### config.mk
export PLATFORM = sky130hd
export DESIGN_NAME = sample_fetch_engine
export DESIGN_NICKNAME = d
export VERILOG_FILES = /design/src/rtl/sample_fetch_engine.sv
export SDC_FILE = /design/constraint.sdc
export NUM_CORES = 1
export LEC_CHECK = 0
export CAP_MARGIN = 5
export CORE_MARGIN = 2
export CORE_UTILIZATION = 30
export DETAILED_ROUTE_END_ITERATION = 8
export PLACE_DENSITY = 0.5
export SLEW_MARGIN = 15
export SYNTH_ARGS = -nofsm -noshare
export SYNTH_HDL_FRONTEND = slang
export SYNTH_SLANG_ARGS = --single-unit
### constraint.sdc
create_clock -name clk -period 7.3 [get_ports clk]
set_clock_uncertainty 0.15 [all_clocks]
set_input_delay 1.46 -clock clk [delete_from_list [all_inputs] [get_ports clk]]
set_output_delay 1.46 -clock clk [all_outputs]
set_load 0.01 [all_outputs]
### src/rtl/sample_fetch_engine.sv
// Read-side streaming engine: walks a sample RAM address range (one-shot or looped)
// through a synchronous read port and presents the words as a valid/ready stream.
module sample_fetch_engine #(
    parameter int unsigned ADDR_WIDTH = 19,
    parameter int unsigned DATA_WIDTH = 16,
    parameter int unsigned FIFO_DEPTH = 4
) (
    input  logic                  clk,
    input  logic                  rst_n,
    input  logic                  start,
    input  logic                  stop,
    input  logic [ADDR_WIDTH-1:0] start_addr,
    input  logic [ADDR_WIDTH-1:0] end_addr,
    input  logic                  loop_en,
    input  logic [ADDR_WIDTH-1:0] loop_addr,
    output logic [ADDR_WIDTH-1:0] ram_addr,
    input  logic [DATA_WIDTH-1:0] ram_dout,
    output logic [DATA_WIDTH-1:0] sample_data,
    output logic                  sample_valid,
    input  logic                  sample_ready,
    output logic                  busy,
    output logic                  done
);

    localparam int unsigned PTR_W = (FIFO_DEPTH > 1) ? $clog2(FIFO_DEPTH) : 1;
    localparam int unsigned CNT_W = PTR_W + 1;
    localparam int unsigned CRD_W = CNT_W + 1;

    typedef enum logic [1:0] {
        IDLE  = 2'd0,
        FETCH = 2'd1,
        DRAIN = 2'd2
    } state_t;

    state_t                state;
    logic [ADDR_WIDTH-1:0] end_q;
    logic [ADDR_WIDTH-1:0] loop_q;
    logic                  loop_on;
    logic [DATA_WIDTH-1:0] mem [FIFO_DEPTH];
    logic [PTR_W-1:0]      wr_ptr;
    logic [PTR_W-1:0]      rd_ptr;
    logic [CNT_W-1:0]      count;
    logic                  iss_q;   // ram_addr was freshly issued this cycle
    logic                  dv_q;    // ram_dout carries a requested word this cycle

    logic                  pop_c;
    logic                  push_c;
    logic [CRD_W-1:0]      credit_c;
    logic                  can_issue_c;
    logic [ADDR_WIDTH-1:0] next_addr_c;
    logic                  start_loop_c;
    logic                  start_last_c;

    assign sample_valid = (count != '0);
    assign sample_data  = mem[rd_ptr];
    assign pop_c        = sample_valid && sample_ready;
    assign push_c       = dv_q;

    // Both reads in the pipe are reserved so the FIFO can never overflow.
    assign credit_c    = CRD_W'(count) + CRD_W'(iss_q) + CRD_W'(dv_q);
    assign can_issue_c = (state == FETCH) && (credit_c < CRD_W'(FIFO_DEPTH));

    // Only increments when ram_addr != end_q, so the top address never wraps.
    assign next_addr_c  = (ram_addr == end_q) ? loop_q : ram_addr + ADDR_WIDTH'(1);
    assign start_loop_c = loop_en && (loop_addr >= start_addr) && (loop_addr <= end_addr);
    assign start_last_c = (start_addr == end_addr) && !start_loop_c;

    always_ff @(posedge clk or negedge rst_n) begin
        if (!rst_n) begin
            state    <= IDLE;
            end_q    <= '0;
            loop_q   <= '0;
            loop_on  <= 1'b0;
            ram_addr <= '0;
            wr_ptr   <= '0;
            rd_ptr   <= '0;
            count    <= '0;
            iss_q    <= 1'b0;
            dv_q     <= 1'b0;
            busy     <= 1'b0;
            done     <= 1'b0;
            for (int i = 0; i < FIFO_DEPTH; i++) begin
                mem[i] <= '0;
            end
        end else begin
            done <= 1'b0;
            if (stop) begin
                state  <= IDLE;
                busy   <= 1'b0;
                iss_q  <= 1'b0;
                dv_q   <= 1'b0;
                count  <= '0;
                wr_ptr <= '0;
                rd_ptr <= '0;
            end else begin
                if (push_c) begin
                    mem[wr_ptr] <= ram_dout;
                    wr_ptr      <= wr_ptr + PTR_W'(1);
                end
                if (pop_c) begin
                    rd_ptr <= rd_ptr + PTR_W'(1);
                end
                count <= count + CNT_W'(push_c) - CNT_W'(pop_c);
                dv_q  <= iss_q;
                iss_q <= 1'b0;

                case (state)
                    IDLE: begin
                        if (start) begin
                            if (start_addr <= end_addr) begin
                                end_q    <= end_addr;
                                loop_q   <= loop_addr;
                                loop_on  <= start_loop_c;
                                ram_addr <= start_addr;
                                iss_q    <= 1'b1;
                                busy     <= 1'b1;
                                state    <= start_last_c ? DRAIN : FETCH;
                            end else begin
                                done <= 1'b1;
                            end
                        end
                    end
                    FETCH: begin
                        if (can_issue_c) begin
                            ram_addr <= next_addr_c;
                            iss_q    <= 1'b1;
                            if (!loop_on && (next_addr_c == end_q)) begin
                                state <= DRAIN;
                            end
                        end
                    end
                    DRAIN: begin
                        if ((count == '0) && !iss_q && !dv_q) begin
                            state <= IDLE;
                            busy  <= 1'b0;
                            done  <= 1'b1;
                        end
                    end
                    default: begin
                        state <= IDLE;
                        busy  <= 1'b0;
                    end
                endcase
            end
        end
    end

endmodule

==> out/metrics.cfg, run 1 <==
[logic_synthesis]
async_reset_ff_share_pct=100
synth_edf_count=0
ys_seq_area_share_pct=40.6
ys_seq_elements=135
synth.distinct_cells=62
syn-num-nets=936
synth_area_um2=8330
yosys_warnings=0
synth_top_flop_cell=dfrtp_1
avgSynthCellArea_um2=10.5
syn_inst=790

[outcome]
outcome=completed

[grt]
grt_pass1_vias=6404
grt_usage_pct=16.3
antenna_found_initial=0
overflow=0
grt_max_degree=75
grt_pass1_wl_mm=36.0

[power]
powerDensity_nw_per_um2=331
vdd_drop_max_mv=0.176
p_leak_uw=0.00478
totalPowerFinal_uw=3470

[sta]
rsz0062_at_grt=false
period_share_pct=61.4
worstMarginPinSlew_ps=995
setup_viol=0
period_minus_slack_ps=4480
setup-tns-final_ps=0
max_freq_ghz=0.223
final_max_slew_viol_count=0
slew_headroom_pct=33.7
final_hold_viol_count=0

[die]
die_w_um=171
io_pins=117
rows=61
fp.dieH_um=171
start_util_pct=30.2
dieArea_um2=29100
core_area_um2=27600

[worst_setup_path]
cp.arrival_ps=4640
cp-end-kind=flop
cp_max_fo=59
crit_type=input port to flop
critPathLaunchType=input port
crit_chain=clkdlybuf4s50_1 -> inv_1 -> ha_1 -> nand4_1 -> or2_2 -> a221o_1 -> o211a_1 -> o21ai_0 -> a21o_2 -> buf_4 -> mux2_2
cp_num_buf_inv=3
critical_path.max_stage_delay_ps=490
worst_ep_required_time_ps=7460
crit_path_top_delay_cell=buf_4
path_delay_family=buffers and inverters

[clock_network]
numCtsBuffers=17
postCtsSetupRepairBufs=0
ctsHtreeMaxLevel=4
cts_buffer_depth=2
clk_pin_slew_ps=70
insertion_delay_ps=430
postCtsHoldBufs=0
clkSinkCount=135
cts_root_buf=clkbuf_16
cts_tree=yes
cts_resized=0

[layout]
fillers=2766
multi_input_area_um2=4600
regArea_um2=3380
antennaDiodeCount=0
layout-drive-gt1-share_pct=16.5
nets=1041
area_growth_pct=25.8
layout.cells.most_common=dfrtp_1
layout_common_cells=dfrtp_1, clkdlybuf4s50_1, mux2_2

[placement]
io_buffers=116
gp_congestion=0.824
dp_hpwl_mm=17.2

[detailed_routing]
detail_route.wirelength_mm=22.7
wl_per_cell_um=17.6
viasPerCell=4.83
drtIter0Drc=399
vias=6205
drc_errors=0
drt_pass1_iterations=5
drt.antenna.violating_nets=0

[flow_run]
drv_cap=0

[min_path]
hp-class=flop to flop

[path summary, 6_finish.rpt]
| kind | from | to | slack (ps) | cells past startpoint |
|---|---|---|---|---|
| max | end_addr[9] | loop_q[8] | 2820 | 11 |
| min in group asynchronous | rst_n | mem[48] | 850 | 1 |
| min | busy | busy | 340 | 1 |
| min reg2reg | busy | busy | 340 | 1 |
| max in group asynchronous | rst_n | ram_addr[18] | 4710 | 2 |
| max reg2reg | ram_addr[0] | state[1] | 3770 | 10 |
[sequential cells by signal (all words and copies together) (netlist names)]
register and flops:
count 3, rd_ptr 2, state 2, end_q 19, loop_on 1, done 1
dv_q 1, iss_q 1, ram_addr 19, mem 64, busy 1, loop_q 19
wr_ptr 2
[synthesized netlist by cell type (5+ instances only)]
cell type    n  area share, %
dfrtp_1    135             41
mux2_2      84             11
ha_1        66            9.9
nand2_1     58            2.6
inv_1       57            2.6
o21ai_0     50            3.0
nor2_1      43            1.9
a21oi_1     39            2.3
xor2_1      38            4.0
clkbuf_1    26            1.2
a21o_1      25            2.3
nand4_1     19            1.4
xnor2_1     18            1.9
a211oi_1    16            1.4
mux4_2      16            4.3
nand3_1     11           0.66
nor3_1       9           0.54
nor2b_1      5           0.38
[power breakdown]
group	switching, uW	leakage [uW]	internal (uW)	total, uW
Combinational	607	0.00273	700	1310
Clock	389	0.000302	524	913
Sequential	289	0.00174	960	1250
Total	1280	0.00478	2180	3470
[metrics by stage]
step | utilization (%) | setup WS (ps) | std cells | hold slack, ps | instance area [um^2]
after global routing | 38.0 | 2620 | 1286 | 370 | 10500
after detailed placement | 35.8 | 2030 | 1254 | 335 | 9860
after CTS | 38.0 | 2500 | 1286 | 350 | 10500
after global placement | 35.8 | 2160 | 1254 | 333 | 9860
final | 38.0 | 2820 | 1286 | 344 | 10500
after floorplan | - | 3270 | 790 | 321 | 8330
[logic make-up after synthesis]
logic type,Yosys count,synth area share [%]
AO/OA/AOI/OAI,160,12.2
multiplexers,104,16.2
adder cells (fa/ha/maj),67,10.2
AND/OR/NAND/NOR,175,10.4
flip-flops,135,40.6
buffers and inverters,91,4.25
XOR/XNOR,58,6.28
[layout make-up]
class,count,area share (%)
tap,378,4.51
clock inverter,15,1.84
sequential,135,32.2
timing repair buffer,120,11.4
inverter,57,2.04
clock buffer,17,4.06
multi-input combinational,564,43.9
[routing by layer]
layer	up-vias	routed length [um]	track usage, %
met3	23	904	2.54
met5	-	0	0
li1	3055	-	-
met1	2969	11000	22.7
met4	0	443	5.83
met2	158	10300	25.6
(Power assumes the default switching activity.)
==> inputs of run 2 (changes only) <==
--- a/config.mk
+++ b/config.mk
@@ -9,7 +9,7 @@
 export CORE_MARGIN = 2
 export CORE_UTILIZATION = 30
 export DETAILED_ROUTE_END_ITERATION = 8
-export PLACE_DENSITY = 0.5
+export PLACE_DENSITY = 0.52
 export SLEW_MARGIN = 15
 export SYNTH_ARGS = -nofsm -noshare
 export SYNTH_HDL_FRONTEND = slang
==> constraint.sdc (replaced) <==
create_clock -name clk -period 3.9 [get_ports clk]
set_clock_uncertainty 0.15 [all_clocks]
set_input_delay 0.78 -clock clk [delete_from_list [all_inputs] [get_ports clk]]
set_output_delay 0.78 -clock clk [all_outputs]
set_load 0.01 [all_outputs]
==> run 2 against run 1 <==
Net effect: global-route usage decreased by 0.071 points; critical endpoint is now state[1]; critical path type unchanged; non-clock buffer count increased by 38; highest routed layer unchanged; register-to-register slack got worse by 3300 ps.
==> out/metrics.cfg, run 2 (synthesis gave the netlist of run 1 again) <==
[clock_network]
numCtsBuffers=17
clk_pin_slew_ps=70
cts_root_buf=clkbuf_16
clkSinkCount=135
postCtsHoldBufs=0
cts_tree=yes
cts_resized=0
cts_buffer_depth=2
insertion_delay_ps=420
postCtsSetupRepairBufs=0
ctsHtreeMaxLevel=4

[outcome]
outcome=completed

[die]
rows=61
io_pins=117
core_area_um2=27600
die_w_um=171
fp.dieH_um=171
dieArea_um2=29100
start_util_pct=30.2

[worst_setup_path]
worst_path_most_repeated_cell=or4_1
crit_type=input port to flop
reg2reg_slack_ps=510
rr_startpoint=ram_addr[9]
cp_max_fo=5
setup.worst_path.start=end_addr[10]
cp.arrival_ps=3710
worst_ep_required_time_ps=4080
crit_end=state[1]
reg2reg_depth=9
crit_path_top_delay_cell=or4_1
critical_path.max_stage_delay_ps=660
critPathLaunchType=input port
crit_chain=clkdlybuf4s50_1 -> inv_1 -> ha_1 -> nand4_1 -> or2_2 -> or4_1 -> nand2_1 -> a31oi_1 -> or4_1 -> a311oi_2
cp-end-kind=flop
reg2reg_to=state[1]

[grt]
grt_pass1_vias=6425
antenna_found_initial=0
overflow=0
grt_usage_pct=16.2
grt_pass1_wl_mm=36.2
grt_max_degree=76

[placement]
dp_hpwl_mm=17.5
dp_slack_ps=-92.2
io_buffers=116
gp_congestion=0.869
place_area_um2=10200

[layout]
antennaDiodeCount=0
layout.cells.most_common=dfrtp_1
final_cell_area_um2=10800
fillers=2741
layout_common_cells=dfrtp_1, clkdlybuf4s50_1, mux2_2
area_growth_pct=29.9
largest_reg_flops=64
nets=1079
largest_register=mem
layout-drive-gt1-share_pct=19.9

[power]
seqPwrFrac_pct=34.9
combPwrFrac_pct=38.4
powerDensity_nw_per_um2=611
switching_share_pct=36.3
vdd_drop_max_mv=0.311
internal_power_uw=4210
switchingPower_uw=2400
pwr-share-clk_pct=26.7
p_leak_uw=0.00498

[sta]
slew_headroom_pct=43.5
period_minus_slack_ps=3530
setup_ws_ps=371
worstMarginPinSlew_ps=845
final_hold_viol_count=0
final_max_slew_viol_count=0
max_freq_ghz=0.283
rsz0062_at_grt=false
period_share_pct=90.5
setup_viol=0

[detailed_routing]
drtIter0Drc=369
drt_pass1_iterations=5
viasPerCell=4.78
drc_errors=0
wl_per_cell_um=17.0
drt.antenna.violating_nets=0
vias=6332
detail_route.wirelength_mm=22.5

[flow_run]
drv_cap=0

[min_path]
hp-class=input port to asynchronous set/reset pin

run 2: cell types whose count changed in the layout (fill, tap and decap cells not counted), sizes merged:
cell    before  now
clkinv       2    3
buf          5   43
bufinv       2    3
inv         67   65
run 2: how the worst min path moves through the flow:
stage                endpoint  slack (ps)  cells past startpoint
floorplan           loop_q[0]         320                      2
global placement         busy         330                      1
detailed placement       busy         340                      1
CTS                   mem[63]         280                      1
global route          mem[63]         300                      1
finish                mem[47]         240                      1
run 2: per-layer routing:
layer / GRT usage (%) / routed length (um) / up-vias
li1: - / - / 3134
met1: 22.8 / 11100 / 3023
met2: 25.3 / 10100 / 146
met3: 2.91 / 797 / 29
met4: 5.13 / 458 / 0
met5: 0 / 0 / -
run 2: area by class of cell:
type	count	area, um^2	share of cell area [%]
Clock inverter	15	226	2.09
Multi-Input combinational cell	564	4600	42.5
Sequential cell	135	3380	31.2
Timing Repair Buffer	158	1500	13.9
Inverter	57	214	1.98
Tap cell	378	473	4.37
Clock buffer	17	425	3.93
run 2: through the flow:
step / power [uW] / instances / setup TNS, ps / hold slack, ps / util [%]
after global routing: 7040 / 1324 / 0 / 305 / 39.3
after global placement: 4850 / 1292 / -62.9 / 330 / 36.9
after CTS: 6690 / 1324 / 0 / 276 / 39.3
after detailed placement: 4880 / 1292 / -573 / 336 / 36.9
final: 6610 / 1324 / 0 / 242 / 39.3
after floorplan: 3730 / 790 / 0 / 321 / -
run 2: critical path: cells and delay by family:
family / cells / cell delay [ps]
AOI/OAI and AO/OA: 2 / 360
adders and majority gates: 1 / 300
buffers and inverters: 2 / 510
and+or+nand+nor: 5 / 1760
run 2: power by group through the flow:
stage,Sequential (uW),Clock (uW),Combinational [uW]
after global placement,2320,0,2530
after floorplan,2180,0,1550
after global routing,2370,1890,2790
after CTS,2310,1820,2560
after detailed placement,2330,0,2550
final,2310,1770,2540
